### config.mk
export PLATFORM = sky130hd
export DESIGN_NAME = fetch_stage
export DESIGN_NICKNAME = d
export VERILOG_FILES = /design/src/rtl/fetch_pkg.sv /design/src/rtl/pc_gen.sv /design/src/rtl/fetch_stage.sv
export SDC_FILE = /design/constraint.sdc
export NUM_CORES = 1
export LEC_CHECK = 0
export BUFFER_PORTS_ARGS = -buffer_cell sky130_fd_sc_hd__buf_4
export CAP_MARGIN = 5
export CORE_MARGIN = 1.5
export CORE_UTILIZATION = 55
export CTS_CLUSTER_DIAMETER = 100
export CTS_CLUSTER_SIZE = 24
export DETAILED_ROUTE_END_ITERATION = 16
export MAX_ROUTING_LAYER = met4
export PLACE_DENSITY_LB_ADDON = 0.2
export SLEW_MARGIN = 40
export SYNTH_ARGS = -nofsm -noshare
export SYNTH_HDL_FRONTEND = slang
export SYNTH_SLANG_ARGS = --single-unit
export TNS_END_PERCENT = 100
### constraint.sdc
create_clock -name Clock -period 2.8 [get_ports Clock]
set_clock_uncertainty 0.15 [all_clocks]
set_input_delay 0.56 -clock Clock [delete_from_list [all_inputs] [get_ports Clock]]
set_output_delay 0.56 -clock Clock [all_outputs]
set_load 0.03 [all_outputs]
### src/rtl/fetch_pkg.sv
// Shared types and defaults for the instruction-fetch stage.
package fetch_pkg;

    typedef enum logic [1:0] {
        FETCH = 2'd0,
        HOLD  = 2'd1,
        DRAIN = 2'd2
    } fetch_state_t;

    localparam logic [31:0] DEF_RESET_PC  = 32'h0000_0000;
    localparam logic [31:0] DEF_NOP_INSTR = 32'h0000_0000;

    typedef struct packed {
        logic [31:0] instr;
        logic [31:0] pc4;
        logic        valid;
    } if_dec_t;

endpackage

### src/rtl/pc_gen.sv
// Next-PC selection: +4 adder, pending-redirect register and target mux.
module pc_gen (
    input  logic        clk,
    input  logic        rst_n,
    input  logic [31:0] pc,
    input  logic        redirect,
    input  logic [31:0] redirect_pc,
    input  logic        consume,
    output logic [31:0] pc_plus4,
    output logic [31:0] next_pc,
    output logic        pend_any
);

    logic        pend_q, pend_d;
    logic [31:0] tgt_q, tgt_d;

    assign pc_plus4 = pc + 32'd4;

    // A redirect arriving in the same cycle as a consume wins over older targets.
    always_comb begin
        tgt_d = tgt_q;
        if (redirect)
            tgt_d = redirect_pc & ~32'd3;
        pend_any = pend_q | redirect;
        pend_d   = pend_any & ~consume;
        next_pc  = pend_any ? tgt_d : pc_plus4;
    end

    always_ff @(posedge clk or negedge rst_n) begin
        if (!rst_n) begin
            pend_q <= 1'b0;
            tgt_q  <= 32'd0;
        end else begin
            pend_q <= pend_d;
            tgt_q  <= tgt_d;
        end
    end

endmodule

### src/rtl/fetch_stage.sv
// Instruction fetch with IF/DEC register, stall hold buffer and redirect drain.
// DELAY_SLOT_EN: deliver the word in flight at redirect time instead of squashing it.
module fetch_stage
    import fetch_pkg::*;
#(
    parameter logic [31:0] RESET_PC  = DEF_RESET_PC,
    parameter logic [31:0] NOP_INSTR = DEF_NOP_INSTR
) (
    input  logic        Clock,
    input  logic        nReset,
    input  logic        Stall,
    input  logic        Redirect,
    input  logic [31:0] RedirectPC,
    input  logic        IMemReady,
    input  logic [31:0] IMemRData,
    output logic        IMemReq,
    output logic [31:0] IMemAddr,
    output logic [31:0] Instruction,
    output logic [31:0] PCPlus4,
    output logic        InstrValid
);

`ifdef DELAY_SLOT_EN
    localparam logic DELAY_SLOT = 1'b1;
`else
    localparam logic DELAY_SLOT = 1'b0;
`endif

    localparam if_dec_t NOP_WORD = '{instr: NOP_INSTR, pc4: 32'd0, valid: 1'b0};

    fetch_state_t state_q, state_d;
    logic [31:0]  pc_q, pc_d;
    logic         req_q, req_d;
    if_dec_t      ifdec_q, ifdec_d;
    if_dec_t      hold_q, hold_d;
    if_dec_t      fetched;

    logic         fire, squash, consume, pend_any;
    logic [31:0]  pc_plus4, next_pc;

    assign fire   = req_q & IMemReady;
    assign squash = Redirect & ~DELAY_SLOT;

    pc_gen u_pc_gen (
        .clk        (Clock),
        .rst_n      (nReset),
        .pc         (pc_q),
        .redirect   (Redirect),
        .redirect_pc(RedirectPC),
        .consume    (consume),
        .pc_plus4   (pc_plus4),
        .next_pc    (next_pc),
        .pend_any   (pend_any)
    );

    always_comb begin
        state_d = state_q;
        pc_d    = pc_q;
        ifdec_d = ifdec_q;
        hold_d  = hold_q;
        consume = 1'b0;
        fetched.instr = IMemRData;
        fetched.pc4   = pc_plus4;
        fetched.valid = 1'b1;
        if (squash)
            fetched = NOP_WORD;

        case (state_q)
            FETCH: begin
                if (fire) begin
                    consume = 1'b1;
                    if (Stall) begin
                        hold_d  = fetched;
                        state_d = HOLD;
                    end else begin
                        ifdec_d = fetched;
                    end
                end else begin
                    if (!Stall)
                        ifdec_d = NOP_WORD;
                    // Nothing outstanding (first cycle out of reset): redirect applies at once.
                    if (!req_q)
                        consume = pend_any;
                    else if (squash)
                        state_d = DRAIN;
                end
            end
            HOLD: begin
                consume = Redirect;
                if (squash)
                    hold_d = NOP_WORD;
                if (!Stall) begin
                    ifdec_d = squash ? NOP_WORD : hold_q;
                    state_d = FETCH;
                end
            end
            DRAIN: begin
                if (!Stall)
                    ifdec_d = NOP_WORD;
                if (fire) begin
                    consume = 1'b1;
                    state_d = FETCH;
                end
            end
            default: state_d = FETCH;
        endcase

        if (consume)
            pc_d = next_pc;
        req_d = (state_d != HOLD);
    end

    always_ff @(posedge Clock or negedge nReset) begin
        if (!nReset) begin
            state_q <= FETCH;
            pc_q    <= RESET_PC;
            req_q   <= 1'b0;
            ifdec_q <= NOP_WORD;
            hold_q  <= NOP_WORD;
        end else begin
            state_q <= state_d;
            pc_q    <= pc_d;
            req_q   <= req_d;
            ifdec_q <= ifdec_d;
            hold_q  <= hold_d;
        end
    end

    assign IMemReq     = req_q;
    assign IMemAddr    = pc_q;
    assign Instruction = ifdec_q.instr;
    assign PCPlus4     = ifdec_q.pc4;
    assign InstrValid  = ifdec_q.valid;

endmodule

Word-level counts from Yosys, hierarchy flattened
Cells that the tools add are included.

Add/subtract/negate cells: 1. Eq/ne operators: 7. Muxes and demuxes: 23. Bitwise gates (word level): 4. Reductions and logical operators: 5.

Operators by type and width (count): 65-bit 2-to-1 mux (8); 65-bit case mux with 3 select lines (1); 65-bit case mux with 2 select lines (1); 32-bit 2-to-1 mux (2); 32-bit by 3-bit adder with 32-bit output (second input constant) (1); 2-bit 2-to-1 mux (6); 2-bit inequality test (second input constant) (3); 2-bit case mux with 3 select lines (1); 3-bit AND reduction (2); 1-bit 2-to-1 mux (3); 3-bit inequality test (second input constant) (1); 1-bit case mux with 3 select lines (1); 3-bit nonzero test (1); 1-bit bitwise AND (2); 2-bit by 1-bit equality test with 1-bit output (second input constant) (1); 2-bit equality test (second input constant) (1); 2-bit zero test (1); 2-bit by 1-bit inequality test with 1-bit output (second input constant) (1); 2-bit nonzero test (1); 1-bit NOT (1); 1-bit bitwise OR (1).

Register bits after elaboration: 198. Input bits: 69. Output and inout port bits: 98. Logic and storage cells: 51.

Logic depth before layout (Yosys ltp)
Gate-level depths: netlist (run 1).

Depth after elaboration: 6. Mapped depth: 10. Depth with buffers taken out: 7.

Hierarchy
A second synthesis (run 1) with hierarchy kept.

Cells, all modules: 727. Area, all modules: 8919.8 um^2.

By module, submodules not included: fetch_stage (times used 1, cells an instance 480, area each 6632.6 um^2, seq. area each 4129.0 um^2); pc_gen (times used 1, cells an instance 247, area each 2287.2 um^2, seq. area each 825.8 um^2).

Worst setup path before layout (run 1)
Ideal clock, no wire load.

Path type: register to register. From: register pc_q[18] (netlist: IMemAddr[18]). To: register pc_q[31] (netlist: IMemAddr[31]). Library setup time: 0.070 ns. Arrival time: 2.307 ns. Data required time: 2.580 ns. Path slack: 0.273 ns. Stages on the path, launching flop included: 8. Buffers on the path: 2. Clock period less this slack: 2.527 ns. Cells stage by stage: dfrtp_1 -> buf_4 -> nand4_2 -> or3_4 -> or3_1 -> clkbuf_2 -> or4_1 -> nand3b_1.

Word-level cells in the longest chain between the ends: 2.

Ends and longest elaborated chain: start: declaration (RTL line fetch_stage.sv:32) `logic [31:0] pc_q, pc_d;`; start signal: assignment (RTL line fetch_stage.sv:122) `pc_q <= pc_d;`; 32-bit by 3-bit adder with 32-bit output (RTL line pc_gen.sv:17) `assign pc_plus4 = pc + 32'd4;`; 32-bit 2-to-1 mux (RTL line pc_gen.sv:26) `next_pc = pend_any ? tgt_d : pc_plus4;`.

No other way between the ends. A chain may end at the register's enable or synchronous reset.

Worst setup path after layout (run 1)
From: register pc_q[17] (netlist: IMemAddr[17]). To: register hold_q[28] (netlist bit).

Word-level cells in the longest chain between the ends: 5.

Ends and longest elaborated chain: 32-bit by 3-bit adder with 32-bit output (RTL line pc_gen.sv:17); 65-bit 2-to-1 mux (RTL line fetch_stage.sv:65) `if (squash)`; 65-bit 2-to-1 mux (RTL line fetch_stage.sv:72) `if (Stall) begin`; 65-bit 2-to-1 mux (RTL line fetch_stage.sv:70) `if (fire) begin`; 65-bit case mux with 2 select lines (RTL line fetch_stage.sv:68) `case (state_q)`; end signal: assignment (RTL line fetch_stage.sv:125) `hold_q <= hold_d;`; end: declaration (RTL line fetch_stage.sv:35) `if_dec_t hold_q, hold_d;`.

No other way between the ends. The select of a mux whose other input is x is not followed.

==> metrics.md, run 1 <==
| Metric | Value |
|---|---|
| Max-cap violations | `0` |
| Clk slew on worst S/H paths | `0.07 ns` |
| CTS Sinks | `198` |
| Cell with the most instances after synthesis | `dfrtp_1` |
| Max H-tree Level | `4` |
| Tightest Pin Transition | `just over 0.6 ns` |
| Fin Setup TNS | `0 ns` |
| Cts bufs inserted | `17` |
| Filler cells | `about 1,200` |
| DRC | `0` |
| Mapped Cells | `868` |
| Top cell type's share of synthesized area | `roughly 55%` |
| Pwr/cell area | `approximately 1100 nW/um^2` |
| RSZ-0062 raised after global routing | `no` |
| Power share of the sequential group | `approximately 37%` |
| Placer Congestion | `between 0.9 and 1` |
| Worst endpoint required time | `~3.0 ns` |
| Internal Pwr Total | `roughly 7.4 mW` |
| # setup viols final | `0` |
| Vias per std cell | `approximately 6` |
| Ys async rst share | `100%` |
| Slew Viols, Final | `0` |
| Type of the worst setup path | `flop to flop` |
| Pre-CTS WS | `between 0.3 and 0.4 ns` |
| Vias in the first global route | `a little over 7,000` |
| Status | `finished clean` |
| Die height | `131 um` |
| Clock share of power | `a little over 20%` |
| Final hold vios | `0` |
| Syn avg cell area | `10.3 sq um` |
| First DRT Iteration DRCs | `~550` |
| Switching portion of total power | `about 43%` |
| Combinational power share | `43.1%` |
| Crit-path slowest cell | `or4_2` |
| Startpoint types | `flop` |
| Flops & latches, synth | `198` |
| Pleak | `~5 nW` |
| Net Sw Power | `approximately 5.5 mW` |
| Share of cells above drive strength 1 | `26.8%` |
| Final #Nets | `roughly 1,100` |
| Die Wd | `131 um` |
| Post-Synthesis Net Count | `942` |
| Core Area | `15,900 sq um` |
| Final Cycle Share | `between 80% and 90%` |
| Largest net degree at the start of global routing | `70` |
| Placed wire-length estimate | `around 16 mm` |
| Yosys Warn Count | `0` |
| Top cells by area, synth | `dfrtp_1 (55%), o21ai_0 (6.0%), a22oi_1 (5.5%), nand2_1 (4.5%), mux2_2 (4.0%)` |
| Worst-skew pair later-pin latency | `about 0.44 ns` |
| # rows | `46` |
| Post-synth EDFFs | `0` |
| Seq/Total Area, Yosys | `a little under three fifths` |
| Max Clk Rate | `around 410 MHz` |
| Via count | `around 7,400` |
| I/O Pins | `~170` |
| Post-Route WL | `about 23 mm` |
| Port Buffers | `between 150 and 200` |
| Prevailing post-synth register cell | `dfrtp_1` |
| Critical Path Sink Type | `flop` |
| # diodes | `0` |
| Initial antenna violation count | `0` |
| Critical-path cell list | `nand4_2 -> or3_4 -> or4_2 -> xor2_1 -> o21ai_1` |
| Die area | `approximately 17,000 sq um` |
| Commonest cells in the netlist | `dfrtp_1 (198), o21ai_0 (108), nand2_1 (107)` |
| Area growth syn-to-layout | `24.7%` |
| CTS tree | `built` |
| First-pass GRT wire length | `roughly 37 mm` |
| Gr usage total | `between 20 and 30%` |
| Bufs on Longest Clock Path | `2` |
| Synth unique cells | `roughly 50` |
| Maximum vdd drop | `0.699 mV` |
| Overflow after GRT | `0` |
| CP max stage delay | `slightly above 0.7 ns` |
| Cts repair resizes | `0` |
| Min cycle time layout | `2.46 ns` |
| Worst Path Max Fanout | `8` |
| Starting density of the core | `a little under three fifths` |
| Root buffer cell | `clkbuf_16` |
| Synth area leader | `dfrtp_1` |
| Final ANT Viol Nets | `0` |
| Post-Syn Area | `approximately 9000 sq um` |
| Final worst slack | `0.336 ns` |
| Drt first pass iters | `6` |
| Worst Path Arrival | `approximately 2.6 ns` |
| Worst Hold Class | `input port to flop` |
| Relative max-transition margin | `about three fifths` |
| Post-DR wirelength/cell | `between 15 and 20 um` |
-- placed cells by master (no fill, tap or decap), drive strengths merged, types with 3 or more instances in the layout --
cell	n
mux2i	3
ha	5
clkinvlp	5
a22oi	66
bufinv	4
o21ai	110
nand2	107
o211ai	5
nor4	8
xor2	12
a22o	37
o22ai	10
dfrtp	198
nor2	32
clkbuf	19
mux2	32
nor3	10
and3	4
or3	5
and2	4
inv	13
buf	196
xnor2	15
clkinv	3
o22a	3
nand3	15
a21oi	25
or4	3
o21a	3
nand4	10
nor2b	35
a2bb2oi	10
a31oi	4
-- metal layers --
metal / track usage (%) / up-vias / share of wire, %
li1: - / 3439 / -
met1: 40.3 / 3627 / 44
met2: 43.8 / 282 / 47
met3: 5.50 / 37 / 6.8
met4: 10.5 / 0 / 2.3
met5: - / - / 0
-- final cells by class --
cell class              count  area, sq um  area share (%)
clock buffers              18          439            3.92
repair buffers            198         1530            13.7
clock inverters            14          198            1.77
multi-input cells         593         3760            33.6
flip-flops and latches    198         4950            44.3
well taps                 216          270            2.41
inverters                  11         41.3           0.369
-- through the flow --
step,power (mW),hold WS [ns],instances,utilization [%],cell area (sq um)
floorplan,8.07,0.114,868,-,8970
global placement,10.1,0.313,1215,66.4,10500
detailed placement,10.2,0.320,1215,66.4,10500
CTS,12.9,0.215,1248,70.5,11200
global route,13.6,0.221,1248,70.5,11200
finish,12.9,0.229,1248,70.5,11200
-- path summary, 6_finish.rpt --
| kind | from | end | slack [ns] | cells past startpoint |
|---|---|---|---|---|
| min in group asynchronous | nReset | Instruction[22] | 0.53 | 2 |
| hold reg to reg | InstrValid | InstrValid | 0.33 | 2 |
| setup / recovery | IMemAddr[17] | hold_q[28] | 0.34 | 5 |
| hold / removal | RedirectPC[28] | u_pc_gen.tgt_q[28] | 0.23 | 2 |
| max in group asynchronous | nReset | hold_q[6] | 1.21 | 3 |
| setup reg to reg | IMemAddr[17] | hold_q[28] | 0.34 | 5 |
-- power groups by stage --
stage	clock (mW)	sequential, mW	combinational (mW)
final	2.63	4.69	5.54
after global routing	2.78	4.82	5.96
after CTS	2.66	4.68	5.54
after detailed placement	0	4.72	5.52
after global placement	0	4.68	5.40
after floorplan	0	5.65	2.42
-- critical path: cells and delay by family, from the launching register on --
| kind | cells | cell delay (ns) |
|---|---|---|
| AND/OR/NAND/NOR | 3 | 1.37 |
| flip-flops | 1 | 0.50 |
| XOR/XNOR | 1 | 0.22 |
| AO/OA/AOI/OAI | 1 | 0.10 |
-- kinds of logic after synthesis --
kind of cell | after synthesis | share of synthesized area, %
AOI/OAI and AO/OA | 286 | 20.8
and+or+nand+nor | 240 | 12.9
DFF | 198 | 55.2
buffers and inverters | 77 | 3.36
muxes | 35 | 4.35
xor gates and xnor gates | 27 | 2.64
adders and majority gates | 5 | 0.697
-- flip-flops by register name (all words and copies together) (netlist names), 2 cells and up --
signal          count
Instruction        32
u_pc_gen.tgt_q     32
PCPlus4            32
hold_q             65
IMemAddr           32
state_q             2
-- repair_timing --
item | in CTS | in global routing
endpoints found under the hold margin | 9 | 0
setup buffers | 0 | 0
hold buffers | 1 | 0
(Power assumes the default switching activity.)
==> run 2, diff against run 1 <==
--- a/config.mk
+++ b/config.mk
@@ -14,6 +14,7 @@
 export DETAILED_ROUTE_END_ITERATION = 16
 export MAX_ROUTING_LAYER = met4
 export PLACE_DENSITY_LB_ADDON = 0.2
+export RECOVER_POWER = 100
 export SLEW_MARGIN = 40
 export SYNTH_ARGS = -nofsm -noshare
 export SYNTH_HDL_FRONTEND = slang
==> run 2 against run 1 <==
Net effect: worst hold slack got worse by 0.0075 ns; maximum frequency decreased by 5.1%; setup slack got worse by 0.13 ns; clock power about the same; sequential power about the same; routed wire length increased by 0.22%; flip-flop and latch count unchanged; non-clock buffer count unchanged; register-to-register slack got worse by 0.13 ns; final cell count unchanged; die area unchanged.
==> metrics.md, run 2 (synthesis gave the netlist of run 1 again) <==
| Metric | Value |
|---|---|
| Power share of the sequential group | `37.9% (+1.4 points)` |
| Max reg flops | `65 (unchanged)` |
| CP top delay family | `simple AND/OR/NAND/NOR gates` |
| Final std cells w/o fill | `1,248 (unchanged)` |
| Worst-skew pair later-pin latency | `0.44 ns (about the same)` |
| M1 WL | `10.6 mm (+2.1%)` |
| Clock share of power | `21.4% (+0.9 points)` |
| Final ANT Viol Nets | `0 (unchanged)` |
| CTS tree | `built` |
| Final #Nets | `1,093 (unchanged)` |
| Fin Setup TNS | `0 ns (unchanged)` |
| Combinational power share | `40.7% (-2.4 points)` |
| Slew Viols, Final | `0 (unchanged)` |
| Die height | `131 um (unchanged)` |
| Overflow after GRT | `0 (unchanged)` |
| Port Buffers | `164 (unchanged)` |
| Root buffer cell | `clkbuf_16` |
| Placed Area | `10,500 sq um (unchanged)` |
| First DRT Iteration DRCs | `583 (+5.6%)` |
| Hold path cells | `2 (unchanged)` |
| Core Area | `15,900 sq um (unchanged)` |
| Min cycle time layout | `2.60 ns (+0.134 ns)` |
| Critical Path Sink Type | `flop` |
| RSZ-0062 raised after global routing | `no` |
| # diodes | `0 (unchanged)` |
| Cts bufs inserted | `17 (unchanged)` |
| # rows | `46 (unchanged)` |
| CP max stage delay | `0.73 ns (about the same)` |
| Met2 wire length | `11.0 mm (+0.90%)` |
| Status | `finished clean` |
| Hold buffer count at CTS | `1 (unchanged)` |
| Largest net degree at the start of global routing | `70 (unchanged)` |
| Type of the worst setup path | `flop to flop` |
| Total power | `12.3 mW (-4.3%)` |
| Max H-tree Level | `4 (unchanged)` |
| CTS Sinks | `198 (unchanged)` |
| Gr usage total | `29.3% (unchanged)` |
| Maximum vdd drop | `0.668 mV (-4.5%)` |
| Metal3 WL | `1.37 mm (-14%)` |
| Max-cap violations | `0 (unchanged)` |
| Area growth syn-to-layout | `19.5%` |
| Reg-to-Reg Start | `IMemAddr[17]` |
| Starting density of the core | `56.5% (unchanged)` |
| Worst Path Arrival | `2.74 ns (+0.11 ns)` |
| R2r setup slk | `0.20 ns (-0.13 ns)` |
| Initial antenna violation count | `0 (unchanged)` |
| Placed Cells | `1,215 (unchanged)` |
| Internal Pwr Total | `6.84 mW (-7.2%)` |
| Tightest Pin Transition | `1.19 ns (+0.579 ns)` |
| Sum of buffers and inverters on the critical path | `0 (unchanged)` |
| Final hold vios | `0 (unchanged)` |
| Die area | `17,100 sq um (unchanged)` |
| Worst endpoint required time | `2.94 ns (-0.02 ns)` |
| Placed wire-length estimate | `15.8 mm (unchanged)` |
| I/O Pins | `167 (unchanged)` |
| Relative max-transition margin | `20.9% (-38 points)` |
| Design area | `10,700 sq um (-4.2%)` |
| Pre-CTS WS | `0.363 ns (unchanged)` |
| Worst Hold Class | `input port to flop` |
| Share of cells above drive strength 1 | `13.5% (-13 points)` |
| Vias per std cell | `5.91 (-0.15%)` |
| Drt first pass iters | `5 (-1)` |
| Die Wd | `131 um (unchanged)` |
| Pleak | `4.58 nW (-8.8%)` |
| Startpoint types | `flop` |
| Switching portion of total power | `44.4% (+1.7 points)` |
| Final worst slack | `0.202 ns (-0.134 ns)` |
| Most frequent cells in the layout | `dfrtp_1 (198), o21ai_0 (108), nand2_1 (107), clkbuf_1 (107), buf_4 (82)` |
| Reg-to-reg critical path endpoint | `hold_q[28]` |
| Highest Signal Layer | `met4` |
| Buffer count from post-CTS setup fixing | `0 (unchanged)` |
| Worst Path Max Fanout | `8 (unchanged)` |
| Max Clk Rate | `385 MHz (-5.1%)` |
| Biggest register | `hold_q` |
| Bufs on Longest Clock Path | `2 (unchanged)` |
| Cts repair resizes | `0 (unchanged)` |
| Placer Congestion | `0.905 (unchanged)` |
| Reg2Reg Depth | `5 (unchanged)` |
| Final Cycle Share | `92.8% (+4.8 points)` |
| Via count | `7,374 (-0.15%)` |
| WHS Endpoint | `u_pc_gen.tgt_q[28]` |
| Vias in the first global route | `7,053 (unchanged)` |
| Net Sw Power | `5.47 mW (-0.40%)` |
| Pwr/cell area | `1150 nW/um^2 (-0.11%)` |
| Post-Route WL | `23.4 mm (+0.22%)` |
| Clk slew on worst S/H paths | `0.07 ns (about the same)` |
| Post-DR wirelength/cell | `18.8 um (+0.22%)` |
| Critical-path cell list | `nand4_1 -> or3_1 -> or4_2 -> xor2_1 -> o21ai_0` |
| Most common cell after layout, fill and taps aside | `dfrtp_1` |
| DRC | `0 (unchanged)` |
| Min-delay src | `RedirectPC[28]` |
| First-pass GRT wire length | `37.0 mm (unchanged)` |
| Crit-path slowest cell | `or4_2` |
| # setup viols final | `0 (unchanged)` |
-- run 2: worst reg2reg max path, cell delays in order, from the launching register on --
cell and delay [ns]:
dfrtp_1 0.49, nand4_1 0.24, or3_1 0.50, or4_2 0.73, xor2_1 0.22, o21ai_0 0.13
-- run 2: final cells by class --
| cell class | instances | area [sq um] |
|---|---|---|
| Sequential cell | 198 | 4950 |
| Fill cell | 1355 | 5160 |
| Tap cell | 216 | 270 |
| Inverter | 11 | 41.3 |
| Multi-Input combinational cell | 593 | 3730 |
| Timing Repair Buffer | 198 | 1090 |
| Clock inverter | 14 | 198 |
| Clock buffer | 18 | 439 |
-- run 2: metal layers --
| layer | global-route usage [%] | up-vias |
|---|---|---|
| met5 | - | - |
| met3 | 5.50 | 36 |
| li1 | - | 3440 |
| met2 | 43.8 | 253 |
| met4 | 10.5 | 0 |
| met1 | 40.3 | 3645 |
-- run 2: worst max-delay path by stage --
stage | end | startpoint | cells after the start
2_1_floorplan | IMemAddr[31] | IMemAddr[18] | 7
3_3_place_gp | hold_q[28] | IMemAddr[17] | 5
3_5_place_dp | hold_q[28] | IMemAddr[17] | 5
4_1_cts | hold_q[28] | IMemAddr[17] | 5
5_1_grt | hold_q[28] | IMemAddr[17] | 5
6_report | hold_q[28] | IMemAddr[17] | 5
-- run 2: power groups by stage --
stage / logic (mW) / clock network (mW) / registers, mW
floorplan: 2.42 / 0 / 5.65
global placement: 5.40 / 0 / 4.68
detailed placement: 5.52 / 0 / 4.72
CTS: 5.54 / 2.66 / 4.68
global route: 5.42 / 2.78 / 4.79
finish: 5.01 / 2.64 / 4.67
-- run 2: per-stage QoR --
| step | utilization, % | hold WS, ns |
|---|---|---|
| after floorplan | - | 0.114 |
| after global placement | 66.4 | 0.313 |
| after detailed placement | 66.4 | 0.320 |
| after CTS | 70.5 | 0.215 |
| after global routing | 67.5 | 0.220 |
| final | 67.5 | 0.221 |
